===== src/rtl/hazard_sequencer_if.sv =====
// Signal bundle between the pipeline datapath and the hazard sequencer.
// The datapath side (master) supplies hazard inputs; the sequencer (slave) returns the control enables.
interface hazard_sequencer_if #(
    parameter int CNT_W = 16
);
    logic [4:0]       id_rs;
    logic [4:0]       id_rt;
    logic             id_uses_rt;
    logic             ex_mem_read;
    logic [4:0]       ex_rt;
    logic             branch_taken;
    logic             dmem_wait;
    logic             cnt_clear;
    logic             pc_write;
    logic             if_id_write;
    logic             if_id_flush;
    logic             control_valid;
    logic             pipe_hold;
    logic [CNT_W-1:0] stall_cnt;
    logic [CNT_W-1:0] flush_cnt;

    modport master (
        output id_rs, id_rt, id_uses_rt, ex_mem_read, ex_rt,
               branch_taken, dmem_wait, cnt_clear,
        input  pc_write, if_id_write, if_id_flush, control_valid,
               pipe_hold, stall_cnt, flush_cnt
    );

    modport slave (
        input  id_rs, id_rt, id_uses_rt, ex_mem_read, ex_rt,
               branch_taken, dmem_wait, cnt_clear,
        output pc_write, if_id_write, if_id_flush, control_valid,
               pipe_hold, stall_cnt, flush_cnt
    );
endinterface


===== src/rtl/hazard_sequencer.sv =====
// Hazard controller for the 5-stage pipeline: load-use bubbles, branch flushes,
// data-memory freeze, and saturating stall/flush counters.
module hazard_sequencer #(
    parameter int LOAD_STALL_CYCLES = 1,
    parameter int FLUSH_CYCLES      = 1,
    parameter int CNT_W             = 16
) (
    input  logic               clk,
    input  logic               rst_n,
    hazard_sequencer_if.slave  hz
);
    localparam int REM_MAX = (LOAD_STALL_CYCLES > FLUSH_CYCLES) ? LOAD_STALL_CYCLES : FLUSH_CYCLES;
    localparam int REM_W   = (REM_MAX > 1) ? $clog2(REM_MAX + 1) : 1;

    typedef enum logic [1:0] {
        S_RUN   = 2'd0,
        S_STALL = 2'd1,
        S_FLUSH = 2'd2
    } state_t;

    state_t           r_state;
    state_t           w_next_state;
    logic [REM_W-1:0] r_rem;
    logic [REM_W-1:0] w_next_rem;
    logic [CNT_W-1:0] r_stall_cnt;
    logic [CNT_W-1:0] r_flush_cnt;

    logic w_lu;
    logic w_stall_inc;
    logic w_flush_inc;
    logic w_pc_write;
    logic w_if_id_write;
    logic w_if_id_flush;
    logic w_control_valid;
    logic w_pipe_hold;

    assign w_lu = hz.ex_mem_read && (hz.ex_rt != 5'd0) &&
                  ((hz.ex_rt == hz.id_rs) || (hz.id_uses_rt && (hz.ex_rt == hz.id_rt)));

    always_ff @(posedge clk or negedge rst_n) begin
        if (!rst_n) begin
            r_state <= S_RUN;
            r_rem   <= '0;
        end else begin
            r_state <= w_next_state;
            r_rem   <= w_next_rem;
        end
    end

    always_comb begin
        w_next_state    = r_state;
        w_next_rem      = r_rem;
        w_stall_inc     = 1'b0;
        w_flush_inc     = 1'b0;
        w_pc_write      = 1'b1;
        w_if_id_write   = 1'b1;
        w_if_id_flush   = 1'b0;
        w_control_valid = 1'b1;
        w_pipe_hold     = 1'b0;

        if (!rst_n) begin
            w_pc_write      = 1'b0;
            w_if_id_write   = 1'b0;
            w_control_valid = 1'b0;
        end else if (hz.dmem_wait) begin
            w_pc_write    = 1'b0;
            w_if_id_write = 1'b0;
            w_pipe_hold   = 1'b1;
        end else if (hz.branch_taken) begin
            // A branch wins in every state: it aborts a stall or restarts a flush sequence.
            w_if_id_flush = 1'b1;
            w_flush_inc   = 1'b1;
            if (FLUSH_CYCLES > 1) begin
                w_next_state = S_FLUSH;
                w_next_rem   = REM_W'(FLUSH_CYCLES - 1);
            end else begin
                w_next_state = S_RUN;
                w_next_rem   = '0;
            end
        end else begin
            case (r_state)
                S_STALL: begin
                    w_pc_write      = 1'b0;
                    w_if_id_write   = 1'b0;
                    w_control_valid = 1'b0;
                    w_stall_inc     = 1'b1;
                    w_next_rem      = r_rem - REM_W'(1);
                    if (r_rem == REM_W'(1)) begin
                        w_next_state = S_RUN;
                    end
                end
                S_FLUSH: begin
                    w_if_id_flush = 1'b1;
                    w_flush_inc   = 1'b1;
                    w_next_rem    = r_rem - REM_W'(1);
                    if (r_rem == REM_W'(1)) begin
                        w_next_state = S_RUN;
                    end
                end
                default: begin
                    if (w_lu) begin
                        w_pc_write      = 1'b0;
                        w_if_id_write   = 1'b0;
                        w_control_valid = 1'b0;
                        w_stall_inc     = 1'b1;
                        if (LOAD_STALL_CYCLES > 1) begin
                            w_next_state = S_STALL;
                            w_next_rem   = REM_W'(LOAD_STALL_CYCLES - 1);
                        end
                    end
                end
            endcase
        end
    end

    always_ff @(posedge clk or negedge rst_n) begin
        if (!rst_n) begin
            r_stall_cnt <= '0;
            r_flush_cnt <= '0;
        end else if (hz.cnt_clear) begin
            r_stall_cnt <= '0;
            r_flush_cnt <= '0;
        end else begin
            if (w_stall_inc && (r_stall_cnt != '1)) begin
                r_stall_cnt <= r_stall_cnt + CNT_W'(1);
            end
            if (w_flush_inc && (r_flush_cnt != '1)) begin
                r_flush_cnt <= r_flush_cnt + CNT_W'(1);
            end
        end
    end

    assign hz.pc_write      = w_pc_write;
    assign hz.if_id_write   = w_if_id_write;
    assign hz.if_id_flush   = w_if_id_flush;
    assign hz.control_valid = w_control_valid;
    assign hz.pipe_hold     = w_pipe_hold;
    assign hz.stall_cnt     = r_stall_cnt;
    assign hz.flush_cnt     = r_flush_cnt;
endmodule


===== src/flat_wrapper.sv =====
// flat-port wrapper written by rule: the top's interface ports become plain ports
module hazard_sequencer_flat 
#(
    parameter int LOAD_STALL_CYCLES = 1,
    parameter int FLUSH_CYCLES      = 1,
    parameter int CNT_W             = 16
)
  (clk, rst_n, hz_id_rs, hz_id_rt, hz_id_uses_rt, hz_ex_mem_read, hz_ex_rt, hz_branch_taken, hz_dmem_wait, hz_cnt_clear, hz_pc_write, hz_if_id_write, hz_if_id_flush, hz_control_valid, hz_pipe_hold, hz_stall_cnt, hz_flush_cnt);
  hazard_sequencer_if #(.CNT_W(CNT_W)) hz_i ();
  input  logic clk;
  input  logic rst_n;
  input wire logic [$bits(hz_i.id_rs)-1:0] hz_id_rs;
  input wire logic [$bits(hz_i.id_rt)-1:0] hz_id_rt;
  input wire logic [$bits(hz_i.id_uses_rt)-1:0] hz_id_uses_rt;
  input wire logic [$bits(hz_i.ex_mem_read)-1:0] hz_ex_mem_read;
  input wire logic [$bits(hz_i.ex_rt)-1:0] hz_ex_rt;
  input wire logic [$bits(hz_i.branch_taken)-1:0] hz_branch_taken;
  input wire logic [$bits(hz_i.dmem_wait)-1:0] hz_dmem_wait;
  input wire logic [$bits(hz_i.cnt_clear)-1:0] hz_cnt_clear;
  output wire logic [$bits(hz_i.pc_write)-1:0] hz_pc_write;
  output wire logic [$bits(hz_i.if_id_write)-1:0] hz_if_id_write;
  output wire logic [$bits(hz_i.if_id_flush)-1:0] hz_if_id_flush;
  output wire logic [$bits(hz_i.control_valid)-1:0] hz_control_valid;
  output wire logic [$bits(hz_i.pipe_hold)-1:0] hz_pipe_hold;
  output wire logic [$bits(hz_i.stall_cnt)-1:0] hz_stall_cnt;
  output wire logic [$bits(hz_i.flush_cnt)-1:0] hz_flush_cnt;
  assign hz_i.id_rs = hz_id_rs;
  assign hz_i.id_rt = hz_id_rt;
  assign hz_i.id_uses_rt = hz_id_uses_rt;
  assign hz_i.ex_mem_read = hz_ex_mem_read;
  assign hz_i.ex_rt = hz_ex_rt;
  assign hz_i.branch_taken = hz_branch_taken;
  assign hz_i.dmem_wait = hz_dmem_wait;
  assign hz_i.cnt_clear = hz_cnt_clear;
  assign hz_pc_write = hz_i.pc_write;
  assign hz_if_id_write = hz_i.if_id_write;
  assign hz_if_id_flush = hz_i.if_id_flush;
  assign hz_control_valid = hz_i.control_valid;
  assign hz_pipe_hold = hz_i.pipe_hold;
  assign hz_stall_cnt = hz_i.stall_cnt;
  assign hz_flush_cnt = hz_i.flush_cnt;
  hazard_sequencer #(.LOAD_STALL_CYCLES(LOAD_STALL_CYCLES), .FLUSH_CYCLES(FLUSH_CYCLES), .CNT_W(CNT_W)) u_core (.clk(clk), .rst_n(rst_n), .hz(hz_i));
endmodule

===== config.mk =====
export PLATFORM = sky130hd
export DESIGN_NAME = hazard_sequencer_flat
export DESIGN_NICKNAME = d
export VERILOG_FILES = /design/src/rtl/hazard_sequencer_if.sv /design/src/rtl/hazard_sequencer.sv /design/src/flat_wrapper.sv
export SDC_FILE = /design/constraint.sdc
export NUM_CORES = 1
export LEC_CHECK = 0
export ABC_AREA = 1
export BUFFER_PORTS_ARGS = -buffer_cell sky130_fd_sc_hd__buf_2
export CAP_MARGIN = 10
export CORE_AREA = 2 2 72 74
export DETAILED_ROUTE_END_ITERATION = 12
export DIE_AREA = 0 0 74 76
export GPL_ROUTABILITY_DRIVEN = 0
export PLACE_DENSITY = 0.75
export REMOVE_ABC_BUFFERS = 1
export SYNTH_ARGS = -nofsm -noshare
export SYNTH_HDL_FRONTEND = slang
export SYNTH_SLANG_ARGS = --single-unit

===== constraint.sdc =====
create_clock -name clk -period 1.54 [get_ports clk]
set_input_delay 0.462 -clock clk [delete_from_list [all_inputs] [get_ports clk]]
set_output_delay 0.462 -clock clk [all_outputs]
set_load 0.02 [all_outputs]

# Word-level counts from Yosys, hierarchy flattened
# Cells that the tools add are included.
[classes]
addsub = 3
multipliers = 0
div_mod_pow = 0
magnitude_cmp = 0
n_shift = 0
mux = 27
bitwise_logic = 1
reduce_logical = 14
eq_ne = 6
[op_table]
columns = ["op", "n"]
rows = [
  ["$mux 16", 4],
  ["$add 16x1->16 const B", 2],
  ["$ne 16x16->1 const B", 2],
  ["$mux 1", 18],
  ["$eq 5x5->1", 2],
  ["$reduce_bool 2->1", 4],
  ["$mux 2", 3],
  ["$logic_and 1x1->1", 5],
  ["$reduce_bool 5->1", 1],
  ["$pmux 1 s2", 2],
  ["$reduce_and 4->1", 1],
  ["$reduce_and 3->1", 1],
  ["$eq 2x1->1 const B", 1],
  ["$eq 2x2->1 const B", 1],
  ["$reduce_or 2->1", 1],
  ["$logic_or 1x1->1", 1],
  ["$not 1->1", 1],
  ["$sub 1x1->1 const B", 1],
]
[word_totals]
ff_bits = 35
wordCells = 55
n_memories = 0
output_inout_bits = 37
inputBits = 22
ramBits = 0
latchBits = 0
mem_bits_ro = 0

# Logic depth before layout (Yosys ltp)
[logic_depth]
word_depth = 12
depth_mapped = 11
mapped_depth_nobuf = 10

# Worst setup path after synthesis
# OpenSTA, ideal clock, no wires.
[synth_timing]
path_type = "input-to-output"
from = "input port hz_ex_rt[2]"
to = "output port hz_pc_write"
arrival_ps = 1439
required_time_ps = 1078
path_buffers = 1
path_slack_ps = -361
stages = 8
path_cell_list = "inv_1 -> nand3_1 -> o21ai_0 -> inv_1 -> nand2_1 -> a21oi_1 -> nor2_1 -> buf_4"
[synth_between]
elab_chain_cells = 9
word_cells_on_any_way = 12
classes_between = "eq/ne (2); mux (5); reduce/logical (5)"
[synth_rtl]
columns = ["element", "line", "source"]
rows = [
  ["from (decl)", "flat_wrapper.sv:16", "input wire logic [$bits(hz_i.ex_rt)-1:0] hz_ex_rt;"],
  ["$eq 5x5->1", "hazard_sequencer.sv:38", "((hz.ex_rt == hz.id_rs) || (hz.id_uses_rt && (hz.ex_rt == hz.id_rt)));"],
  ["$logic_and 1x1->1", "hazard_sequencer.sv:38", ""],
  ["$logic_or 1x1->1", "hazard_sequencer.sv:38", ""],
  ["$logic_and 1x1->1 *", "hazard_sequencer.sv:37", "assign w_lu = hz.ex_mem_read && (hz.ex_rt != 5'd0) &&"],
  ["$mux 1 *", "--", ""],
  ["$pmux 1 s2 *", "--", ""],
  ["$mux 1 * (3 in series)", "--", ""],
  ["to (decl)", "flat_wrapper.sv:20", "output wire logic [$bits(hz_i.pc_write)-1:0] hz_pc_write;"],
]
# Mark *: on every way between the ends. The rest lies on a longest branch, timed or not.

# Worst setup path after layout
[layout_timing]
from = "input port hz_ex_rt[4]"
to = "output port hz_control_valid"
[layout_between]
elab_chain_cells = 9
word_cells_on_any_way = 12
classes_between = "eq/ne (2); mux (5); reduce/logical (5)"
[layout_rtl]
columns = ["element", "line", "source"]
rows = [
  ["$eq 5x5->1", "hazard_sequencer.sv:38", ""],
  ["$logic_and 1x1->1", "hazard_sequencer.sv:38", ""],
  ["$logic_or 1x1->1", "hazard_sequencer.sv:38", ""],
  ["$logic_and 1x1->1 *", "hazard_sequencer.sv:37", ""],
  ["$mux 1 *", "hazard_sequencer.sv:101", "if (w_lu) begin"],
  ["$pmux 1 s2 *", "hazard_sequencer.sv:81", "case (r_state)"],
  ["$mux 1 *", "hazard_sequencer.sv:69", "end else if (hz.branch_taken) begin"],
  ["$mux 1 *", "hazard_sequencer.sv:65", "end else if (hz.dmem_wait) begin"],
  ["$mux 1 *", "hazard_sequencer.sv:61", "if (!rst_n) begin"],
  ["to (decl)", "flat_wrapper.sv:23", "output wire logic [$bits(hz_i.control_valid)-1:0] hz_control_valid;"],
]
# Marked as above.

==> run summary <==
The run finished, with violations left. The checks that failed: negative setup slack. The per-cell routed wire length is 15.3 µm, and the count of boundary I/O pins is 59. Startpoint of the worst register-to-register path: u_core.hz.flush_cnt[0]. The most common library cell in the layout ignoring fill and taps was buf_4.

Max-cap violations in this run came to 0. The run gives 0.717 as the remaining max-slew budget at the tightest pin. By area the synthesized netlist is led by dfrtp_1 (35%), nand2_1 (15%), nand3_1 (11%), nor2_1 (7.1%), inv_1 (6.3%). In this run the mean area of a mapped cell was 6.80 µm². The total global-route track usage was 0.247. The run gives 0 as the total count of hold-check failures in the final report. The tools report the TritonCTS buffer count as 5. The count of different cell masters after synthesis was 32.

In this run the register-to-register setup slack is -0.11 ns. The run gives 4 as the iteration count of the initial detailed-routing pass. After technology mapping, the gate count stands at 334. STA classifies the critical path startpoint as an input pin. The post-route standard cell area excluding fillers came out at 3770 µm². The share of final-layout standard cells stronger than drive strength 1 works out to 0.530.

The power density over cell area is 471 nW/µm², and the largest net degree at the start of global routing is 33. Of all cell types, the one taking the most synthesized area is dfrtp_1. Maximum vdd drop: 0.000426 V.

Counting every sink on the clock net gives 32. The first global-routing pass estimated 11000 µm of wire. The initial antenna violation count is 0.

After layout, the design draws a total of 1.78 mW. Once placement completed, the tool counted placed cells totaling 505. For the buffer levels on the longest clock path, the log shows 2. The core region is 4910 µm². The overall die width was 74 µm.

The placed instances occupy a cell area of 3000 µm². OpenSTA, run right after detailed placement, puts the worst setup slack at -0.380 ns. The run gives 2270 µm² as the cell area after synthesis. In the layout the commonest cells are buf_4 (62), nand2_1 (57), buf_2 (41), dfrtp_1 (32), inv_1 (29). After legalization and detailed placement, the total HPWL measured 4410 µm.

The count of nets left with antenna violations once routing finished came out at 0. The first-iteration detailed-routing DRC count was 173; the setup-violating endpoint count in the final report was 19. The initial cell density of the core was 0.462; the total number of vias was 2779.

In this run, post-CTS hold repair placed 0 buffers. The total count of max-transition violations in the final report came out at 0. Area share of the largest cell type after synthesis: 0.353. Synthesis-stage register bit count: 32. The most critical setup path has its startpoint at hz_ex_rt[4]. Area of the die: 5620 µm².

The tightest min-delay check is of the input pin to async pin type. STA puts the critical path data arrival time at 1.47 ns. The shortest clock period the worst path allows after layout came out at 1.93 ns. The transition time of the tightest slew-check pin was 0.425 ns. The tools report the number of warnings printed during yosys synthesis as 0. The worst setup path is of the input pin to output port kind. For the final worst clock skew, the log shows 0.00494 ns.

After detailed routing, the number of vias per cell comes to 5.29. The data required time of the worst path is 1.08 ns. The root buffer cell was clkbuf_8. For this run, design rule violations remaining after detail routing come to 0.

Along the worst path, the maximum fanout reaches 3. In this run the core area contains 26 standard-cell rows. The count of cells in the finished layout, fillers not included, comes to 525. Relative to the synthesized area, the layout overhead comes to 66.0%. The H-tree generated during clock tree synthesis spans 2 levels.

The later-pin clock latency in the skew report is 0.29 ns, and the proportion of synthesized chip area in sequential cells is 0.353. The number of antenna diodes in the final layout is 0. Summed over all cells, the static leakage comes to 2.03 nW. Number of global-route vias before repair: 2518. Type of element capturing the critical path: an output port. The count of input and output buffers works out to 58. The final setup slack of the worst path was -0.390 ns; the number of nets in the final layout was 481. The final wirelength came out at 8030 µm. TritonCTS built the clock tree.

Setup repair after global routing could not meet its margin everywhere. Clock-pin slew on the worst setup and hold paths: 0.06 ns. The highest attainable clock frequency is 518 MHz, and the die outline height is 76 µm.

The final worst-path cycle share is 1.25, and the global-route congestion overflow total is 0.
## routing by layer
layer / track usage / routed length, µm / share of wire
met5: 0 / 0 / 0
met4: 0.0945 / 459 / 0.057
met2: 0.423 / 4210 / 0.52
met1: 0.301 / 2940 / 0.37
met3: 0.0423 / 424 / 0.053
## cells by family after synthesis
logic type,Yosys count,share of synthesized area
xor gates and xnor gates,18,0.0694
adders and majority gates,2,0.0110
and+or+nand+nor,207,0.410
AOI/OAI and AO/OA,21,0.0573
DFF,32,0.353
buffers and inverters,54,0.0992
## cells in the mapped netlist, drive strengths merged
| cell | n |
|---|---|
| buf | 4 |
| nor3b | 4 |
| o31ai | 2 |
| dfrtp | 32 |
| nand3 | 49 |
| o21a | 1 |
| nor2 | 48 |
| or2 | 1 |
| o21ai | 13 |
| nand4 | 5 |
| nor3 | 6 |
| clkinv | 1 |
| inv | 43 |
| nand3b | 1 |
| nand2 | 93 |
| xor2 | 16 |
| ha | 2 |
| o21bai | 1 |
| xnor2 | 2 |
| clkbuf | 6 |
| a21oi | 4 |
## state kept, by name, summed over array words and instances, names as in the netlist
register	cells
u_core.hz.flush_cnt	16
u_core.hz.stall_cnt	16
## stage by stage
stage	setup TNS, ns	util	hold slack (ns)
floorplan	-7.01	-	0.166
global placement	-7.26	0.611	0.553
detailed placement	-8.44	0.611	0.570
CTS	-1.61	0.676	0.333
global route	-4.34	0.767	0.339
finish	-1.90	0.767	0.291
## worst max-delay path: stages
cell	delay, ns
buf_4	0.13
nand2_1	0.08
nand2_1	0.06
nor2_2	0.10
nand3_2	0.14
a21oi_4	0.26
o21ai_2	0.09
buf_6	0.13
## path summary, 6_finish.rpt
check / endpoint / depth (start not counted)
max in group asynchronous: u_core.hz.flush_cnt[0] / 3
min in group clk: u_core.hz.flush_cnt[0] / 2
max: hz_control_valid / 8
min: u_core.hz.stall_cnt[13] / 3
min reg2reg: u_core.hz.flush_cnt[15] / 2
max reg2reg: u_core.hz.flush_cnt[8] / 11
## power breakdown
group	internal, mW	switching, mW	total, mW
combinational	0.139	0.198	0.337
sequential	0.843	0.00231	0.845
clock	0.291	0.303	0.594
total	1.27	0.504	1.78
## cell type report
type                            instances  area, µm²
Clock buffer                            5       68.8
Fill cell                             333       1140
Inverter                               44        193
Multi-Input combinational cell        249       1680
Sequential cell                        32        801
Tap cell                               70       87.6
Timing Repair Buffer                  125        943
## what timing repair did
action | in CTS | in global routing
buffers inserted | 8 | 8
setup endpoints to repair | 36 | 36
pin swaps | 20 | 48
cloned | 0 | 1
gates resized for setup | 61 | 102
No activity file was read; power rests on OpenSTA's default activity.
